`src/rtl/instruction_fetch_if.sv`:
```
// Instruction-memory read bus between the fetch stage and the instruction memory.
// The read is asynchronous: imem_instr answers imem_addr in the same cycle.
interface instruction_fetch_if;
  logic [31:0] imem_addr;
  logic [31:0] imem_instr;

  modport master (output imem_addr, input imem_instr);
  modport slave  (input imem_addr, output imem_instr);
endinterface

```
`src/rtl/instruction_fetch.sv`:
```
// Fetch stage: owns the PC, reads the instruction memory and loads the IF/ID register.
// It also resolves J-type jumps inside the stage, so they need no redirect from later stages.
module instruction_fetch #(
  parameter logic [31:0] RESET_PC   = 32'h0000_0000,
  parameter logic [31:0] IMEM_WORDS = 32'd32,
  parameter logic [31:0] NOP_WORD   = 32'h0000_0000
) (
  input  logic                       clk,
  input  logic                       reset,
  input  logic                       stall,
  input  logic                       flush,
  input  logic                       redirect_valid,
  input  logic [31:0]                redirect_target,
  instruction_fetch_if.master        imem,
  output logic [31:0]                ifid_instr,
  output logic [31:0]                ifid_pc_plus4,
  output logic                       ifid_valid,
  output logic                       addr_fault,
  output logic [31:0]                fetch_count
);

  localparam logic [5:0] OP_J = 6'b000010;

  typedef struct packed {
    logic [31:0] instr;
    logic [31:0] pc_plus4;
    logic        valid;
  } ifid_t;

  logic [31:0] pc_q, pc_d;
  ifid_t       ifid_q, ifid_d;
  logic        fault_q, fault_d;
  logic [31:0] count_q, count_d;

  logic [31:0] pc_plus4;
  logic        in_range;
  logic [31:0] fw;
  logic        is_j;
  logic [31:0] j_target;
  logic [31:0] redir_pc;
  logic        squash;

  assign imem.imem_addr = pc_q;

  always_comb begin
    pc_plus4 = pc_q + 32'd4;
    in_range = ({2'b00, pc_q[31:2]} < IMEM_WORDS);
    // Out-of-range reads never reach decode; a bubble takes their place.
    fw       = in_range ? imem.imem_instr : NOP_WORD;
    is_j     = in_range && (fw[31:26] == OP_J);
    j_target = {pc_plus4[31:28], fw[25:0], 2'b00};
    redir_pc = {redirect_target[31:2], 2'b00};
    squash   = flush | redirect_valid;
  end

  always_comb begin
    if (redirect_valid)  pc_d = redir_pc;
    else if (stall)      pc_d = pc_q;
    else if (is_j)       pc_d = j_target;
    else                 pc_d = pc_plus4;
  end

  // A squash beats the stall: the held word is already stale once the path changes.
  always_comb begin
    ifid_d  = ifid_q;
    fault_d = fault_q;
    count_d = count_q;
    if (squash) begin
      ifid_d.instr = NOP_WORD;
      ifid_d.valid = 1'b0;
      fault_d      = 1'b0;
    end else if (!stall) begin
      ifid_d.instr    = fw;
      ifid_d.pc_plus4 = pc_plus4;
      ifid_d.valid    = in_range;
      fault_d         = !in_range;
      if (in_range) count_d = count_q + 32'd1;
    end
  end

  always_ff @(posedge clk) begin
    if (reset) begin
      pc_q            <= RESET_PC;
      ifid_q.instr    <= NOP_WORD;
      ifid_q.pc_plus4 <= 32'd0;
      ifid_q.valid    <= 1'b0;
      fault_q         <= 1'b0;
      count_q         <= 32'd0;
    end else begin
      pc_q    <= pc_d;
      ifid_q  <= ifid_d;
      fault_q <= fault_d;
      count_q <= count_d;
    end
  end

  assign ifid_instr    = ifid_q.instr;
  assign ifid_pc_plus4 = ifid_q.pc_plus4;
  assign ifid_valid    = ifid_q.valid;
  assign addr_fault    = fault_q;
  assign fetch_count   = count_q;

endmodule

```
`src/flat_wrapper.sv`:
```
// flat-port wrapper written by rule: the top's interface ports become plain ports
module instruction_fetch_flat 
#(
  parameter logic [31:0] RESET_PC   = 32'h0000_0000,
  parameter logic [31:0] IMEM_WORDS = 32'd32,
  parameter logic [31:0] NOP_WORD   = 32'h0000_0000
)
  (clk, reset, stall, flush, redirect_valid, redirect_target, ifid_instr, ifid_pc_plus4, ifid_valid, addr_fault, fetch_count, imem_imem_addr, imem_imem_instr);
  instruction_fetch_if imem_i ();
  input  logic clk;
  input  logic reset;
  input  logic stall;
  input  logic flush;
  input  logic redirect_valid;
  input  logic [31:0] redirect_target;
  output logic [31:0] ifid_instr;
  output logic [31:0] ifid_pc_plus4;
  output logic ifid_valid;
  output logic addr_fault;
  output logic [31:0] fetch_count;
  output wire logic [$bits(imem_i.imem_addr)-1:0] imem_imem_addr;
  input wire logic [$bits(imem_i.imem_instr)-1:0] imem_imem_instr;
  assign imem_imem_addr = imem_i.imem_addr;
  assign imem_i.imem_instr = imem_imem_instr;
  instruction_fetch #(.RESET_PC(RESET_PC), .IMEM_WORDS(IMEM_WORDS), .NOP_WORD(NOP_WORD)) u_core (.clk(clk), .reset(reset), .stall(stall), .flush(flush), .redirect_valid(redirect_valid), .redirect_target(redirect_target), .imem(imem_i), .ifid_instr(ifid_instr), .ifid_pc_plus4(ifid_pc_plus4), .ifid_valid(ifid_valid), .addr_fault(addr_fault), .fetch_count(fetch_count));
endmodule
```
`config.mk`:
```
export PLATFORM = sky130hd
export DESIGN_NAME = instruction_fetch_flat
export DESIGN_NICKNAME = d
export VERILOG_FILES = /design/src/rtl/instruction_fetch_if.sv /design/src/rtl/instruction_fetch.sv /design/src/flat_wrapper.sv
export SDC_FILE = /design/constraint.sdc
export NUM_CORES = 1
export LEC_CHECK = 0
export CAP_MARGIN = 25
export CORE_MARGIN = 2
export CORE_UTILIZATION = 30
export CTS_CLUSTER_DIAMETER = 60
export DETAILED_ROUTE_END_ITERATION = 10
export PLACE_DENSITY_LB_ADDON = 0.15
export SETUP_SLACK_MARGIN = 0.5
export SLEW_MARGIN = 20
export SYNTH_ARGS = -nofsm -noshare
export SYNTH_HDL_FRONTEND = slang
export SYNTH_SLANG_ARGS = --single-unit
```
`constraint.sdc`:
```
create_clock -name clk -period 3.3 [get_ports clk]
set_input_delay 0.495 -clock clk [delete_from_list [all_inputs] [get_ports clk]]
set_output_delay 0.495 -clock clk [all_outputs]
set_load 0.02 [all_outputs]
```
; ---- Yosys cells after proc, flatten, opt, wreduce, memory -nomap -nowiden
; Cells that the tools add are included.
[classes]
n_addsub = 2
magnitude_cmp = 1
eq_ne = 2
muxes = 4
bitwise_logic = 3
n_reduce_logical = 6
[ops]
columns = operator, count
row1 = $mux W32, 3
row2 = $add A32 B1 Y32 const B, 1
row3 = $add A32 B3 Y32 const B, 1
row4 = $lt A30 B6 Y1 const B, 1
row5 = $mux W28, 1
row6 = $eq A6 B2 Y1 const B, 1
row7 = $reduce_or A2 Y1, 2
row8 = $reduce_and A3 Y1, 1
row9 = $ne A2 B1 Y1 const B, 1
row10 = $not A1 Y1, 2
row11 = $reduce_and A2 Y1, 1
row12 = $logic_and A1 B1 Y1, 1
row13 = $logic_not A1 Y1, 1
row14 = $or A1 B1 Y1, 1
[totals]
reg_bits = 130
input_bits = 69
out_inout_bits = 130
word_cells = 25

; ---- Longest topological paths before layout
[depth]
depth_word = 7
ltp_mapped = 9
depth_no_buf = 6

; ---- Least setup slack after synthesis
; Ideal clock, no wire load.
[synth_timing]
path_kind = input port to flip-flop
from = input redirect_valid
to = register u_core.count_q[25], in the netlist u_core.fetch_count[25]
setup_ps = 71
arrival_time_ps = 2158
required_ps = 3229
slack_ps = 1072
stages = 6
n_path_buf = 1
cell_sequence = buf_2 or4b_4 nor4_4 nand2_2 or4_1 a21oi_1
[synth_between]
elab_chain_len = 3
[synth_rtl]
columns = element, line
row1 = start: declaration, flat_wrapper.sv:14  ; input logic redirect_valid;
row2 = $or A1 B1 Y1, instruction_fetch.sv:53  ; squash = flush | redirect_valid;
row3 = $not A1 Y1 (no source line), n/a
row4 = $reduce_and A3 Y1 (no source line), n/a
row5 = end signal: assignment, instruction_fetch.sv:93  ; count_q <= count_d;
row6 = end: declaration, instruction_fetch.sv:33  ; logic [31:0] count_q, count_d;
; No other way between the ends.
; A chain may end at the register's enable or synchronous reset.

; ---- Worst setup path in the final report
[layout_timing]
from = register u_core.pc_q[24], in the netlist u_core.imem.imem_addr[24]
to = register u_core.pc_q[13], in the netlist u_core.imem.imem_addr[13]
[layout_between]
elab_chain_len = 7
[layout_rtl]
columns = element, line
row1 = start: declaration, instruction_fetch.sv:30  ; logic [31:0] pc_q, pc_d;
row2 = start signal: assignment, instruction_fetch.sv:90  ; pc_q <= pc_d;
row3 = $lt A30 B6 Y1 *, instruction_fetch.sv:47  ; in_range = ({2'b00, pc_q[31:2]} < IMEM_WORDS);
row4 = $mux W32, instruction_fetch.sv:49  ; fw = in_range ? imem.imem_instr : NOP_WORD;
row5 = $eq A6 B2 Y1, instruction_fetch.sv:50  ; is_j = in_range && (fw[31:26] == OP_J);
row6 = $logic_and A1 B1 Y1, instruction_fetch.sv:50
row7 = $mux W28 *, instruction_fetch.sv:59  ; else if (is_j) pc_d = j_target;
row8 = $mux W32 *, instruction_fetch.sv:58  ; else if (stall) pc_d = pc_q;
row9 = $mux W32 *, instruction_fetch.sv:57  ; if (redirect_valid) pc_d = redir_pc;
; Mark *: on every way between the ends. The rest lies on a longest branch, timed or not. The select of a mux whose other input is x is not followed.

==> impl_metrics.toml <==
[global_route]
grt_pass1_wl_um = 35800
antenna_found_initial = 3
grt_usage = 0.208
grt_remaining_overflow = 0
first_global_vias = 6077
grt_max_degree = 59

[drt]
initialDrtViolationCount = 516
drc = 0
wl_per_cell_um = 18.8
vias = 6383
vias_per_cell = 5.15
firstDrtPassIters = 5
final_antenna_net_count = 0
routed_wl_um = 23300

[logic_synthesis]
synth_edf_count = 0
synth_ff_type = "dfxtp_1"
async_flop_share = 0
ys_seq_area_frac = 0.410
syn_avg_cell_area_um2 = 8.13
synth_cell_types = 56
synth_seq_cells = 130
syn-cell-area_um2 = 6350
synth_nets = 852
synthCells = 781
ys_warn_count = 0

[timing]
tightestPinTransition_ps = 1010
min_period_ps = 2560
max_freq_mhz = 390
fin_crit_sh = 0.776
relSlewSlack = 0.323
rsz0062_at_grt = "false"
fin_setup_tns_ps = 0
hold_viol_final = 0
skew_ps = 17.4
drv_slew = 0
setup_violations = 0
hold_slack_ps = 412

[min_path]
whs_path_depth = 2
hp-class = "in2reg"

[pwr]
p_comb_frac = 0.116
power_frac_clock = 0.483
p_int_mw = 3.05
power_frac_seq = 0.401
switchingPower_mw = 1.10
power_density_nw_per_um2 = 454
max-vdd-ir-drop_mv = 0.345
swShare = 0.265
p_leak_nw = 2.95

[critical_path]
cp-startpoint = "u_core.imem.imem_addr[24]"
worstPathRequired_ps = 3640
crit_type = "reg2reg"
r2r_end = "u_core.imem.imem_addr[13]"
rrSetupSlack_ps = 740
worstPathArrival_ps = 2900
crit_path_start_kind = "register"
reg2reg_depth = 5
timing.rr.start = "u_core.imem.imem_addr[24]"
cp_max_fo = 14
cp-endpoint = "u_core.imem.imem_addr[13]"
crit_path_end_kind = "register"

[final_layout]
syn2layout_area_growth_pct = 44.3
drive_gt1_frac = 0.0697
num-fill-cells = 2143
fin_nets = 1019
multi_input_area_um2 = 3430
regArea_um2 = 2600

[clock_tree]
cts_hold_buf = 0
numCtsBuffers = 17
clk_pin_slew_ps = 60
clkLatencyLatePin_ps = 430
clockBufferDepth = 2
clkSinkCount = 130
cts_tree = "yes"
postCtsSetupRepairBufs = 0
ctsResizeCount = 0
cts-root-buf = "clkbuf_16"
htreeDepth = 4

[die]
die_width_um = 150
die-area_um2 = 22400
rows = 53
pin_count = 199
core_area_um2 = 20900
die_y_um = 150
initial_core_util = 0.304

[placed_design]
io_buffers = 196
gp_congestion = 0.786
dp_hpwl_um = 16400

[job]
max-cap-violations = 0

[status]
status = "finished clean"
==> synthesized netlist by cell type, types with 15 or more instances <==
library cell | number | area share
dfxtp_1 | 130 | 0.41
nand2_1 | 82 | 0.048
a21oi_1 | 71 | 0.056
nor2_1 | 57 | 0.034
clkbuf_1 | 52 | 0.031
nand3b_1 | 34 | 0.040
nand3_1 | 33 | 0.026
xnor2_1 | 31 | 0.043
nand4_1 | 26 | 0.026
o21ai_0 | 26 | 0.020
nor4_1 | 23 | 0.023
a211oi_1 | 20 | 0.024
xor2_1 | 17 | 0.023
and3_1 | 15 | 0.015
==> worst max-delay path: stages, from the launching register on <==
cell and delay [ps]:
dfxtp_1 420, nor4_1 450, and4_1 450, and3_1 660, nand3_1 330, o211ai_1 160
==> cell usage in the layout (no fill, tap or decap), types with 9 or more instances in the layout <==
cell type,netlist,routed
a211oi_1,20,20
a21oi_1,71,71
a31oi_1,9,9
and2_1,10,10
and3_1,15,15
buf_4,2,22
clkbuf_16,0,17
clkdlybuf4s50_1,0,194
dfxtp_1,130,130
inv_1,10,10
nand2_1,82,82
nand3_1,33,33
nand3b_1,34,34
nand4_1,26,26
nor2_1,57,56
nor3_1,13,12
nor4_1,23,23
o21ai_0,26,26
o31ai_1,10,10
or4_1,9,9
xnor2_1,31,31
xor2_1,17,17
==> per-layer routing <==
metal  track usage  part of all wire  up-vias
met2         0.301              0.43      196
met3        0.0683             0.076       27
li1              -                 -     3168
met5             0                 0        -
met1         0.290              0.47     2992
met4        0.0710             0.018        0
==> area by class of cell <==
type	instances	area share
Antenna cell	3	0.000819
Clock buffer	18	0.0479
Clock inverter	14	0.0197
Inverter	10	0.00410
Multi-Input combinational cell	571	0.375
Sequential cell	130	0.284
Tap cell	275	0.0376
Timing Repair Buffer	218	0.231
==> flip-flops by register name, summed over array words and instances (netlist names) <==
register,count
u_core.fetch_count,32
u_core.ifid_instr,32
u_core.ifid_pc_plus4,32
u_core.imem.imem_addr,32
u_core.addr_fault,1
u_core.ifid_valid,1
==> worst min path at each step <==
stage                                     endpoint  slack (ps)                     start
after floorplan           u_core.imem.imem_addr[0]         440  u_core.imem.imem_addr[0]
after global placement       u_core.ifid_instr[26]         450     u_core.ifid_instr[26]
after detailed placement      u_core.ifid_instr[1]         450      u_core.ifid_instr[1]
after CTS                    u_core.fetch_count[6]         420                     reset
after global routing         u_core.fetch_count[3]         440                     reset
final                        u_core.fetch_count[6]         410                     reset
==> per-stage QoR <==
stage | total power, mW | cell area (um^2) | setup slack [ps] | utilization | std cells
after global placement | 2.18 | 8540 | 593 | 0.409 | 1204
final | 4.16 | 9160 | 739 | 0.439 | 1239
after CTS | 4.20 | 9160 | 755 | 0.438 | 1236
after floorplan | 1.93 | 6350 | 1070 | - | 781
after global routing | 4.31 | 9160 | 519 | 0.439 | 1239
after detailed placement | 2.19 | 8540 | 564 | 0.409 | 1204
==> power by group through the flow <==
stage	Clock, mW	Combinational [mW]	Sequential (mW)
final	2.01	0.482	1.67
after global routing	2.11	0.519	1.68
after CTS	2.04	0.484	1.67
after detailed placement	0	0.482	1.70
after global placement	0	0.482	1.70
after floorplan	0	0.193	1.73
==> kinds of logic (layout without fill, tap and decap cells) <==
kind of cell             after synthesis  after routing  synth area share
AO/OA/AOI/OAI                        179            179             0.175
adder cells (fa/ha/maj)                2              2           0.00394
multiplexers                           5              5           0.00827
XOR/XNOR                              48             48            0.0662
other                                  0              3                 0
buffers and inverters                 80            260            0.0506
flip-flops                           130            130             0.410
AND/OR/NAND/NOR                      337            337             0.286
Power figures use the tool's default switching activity.
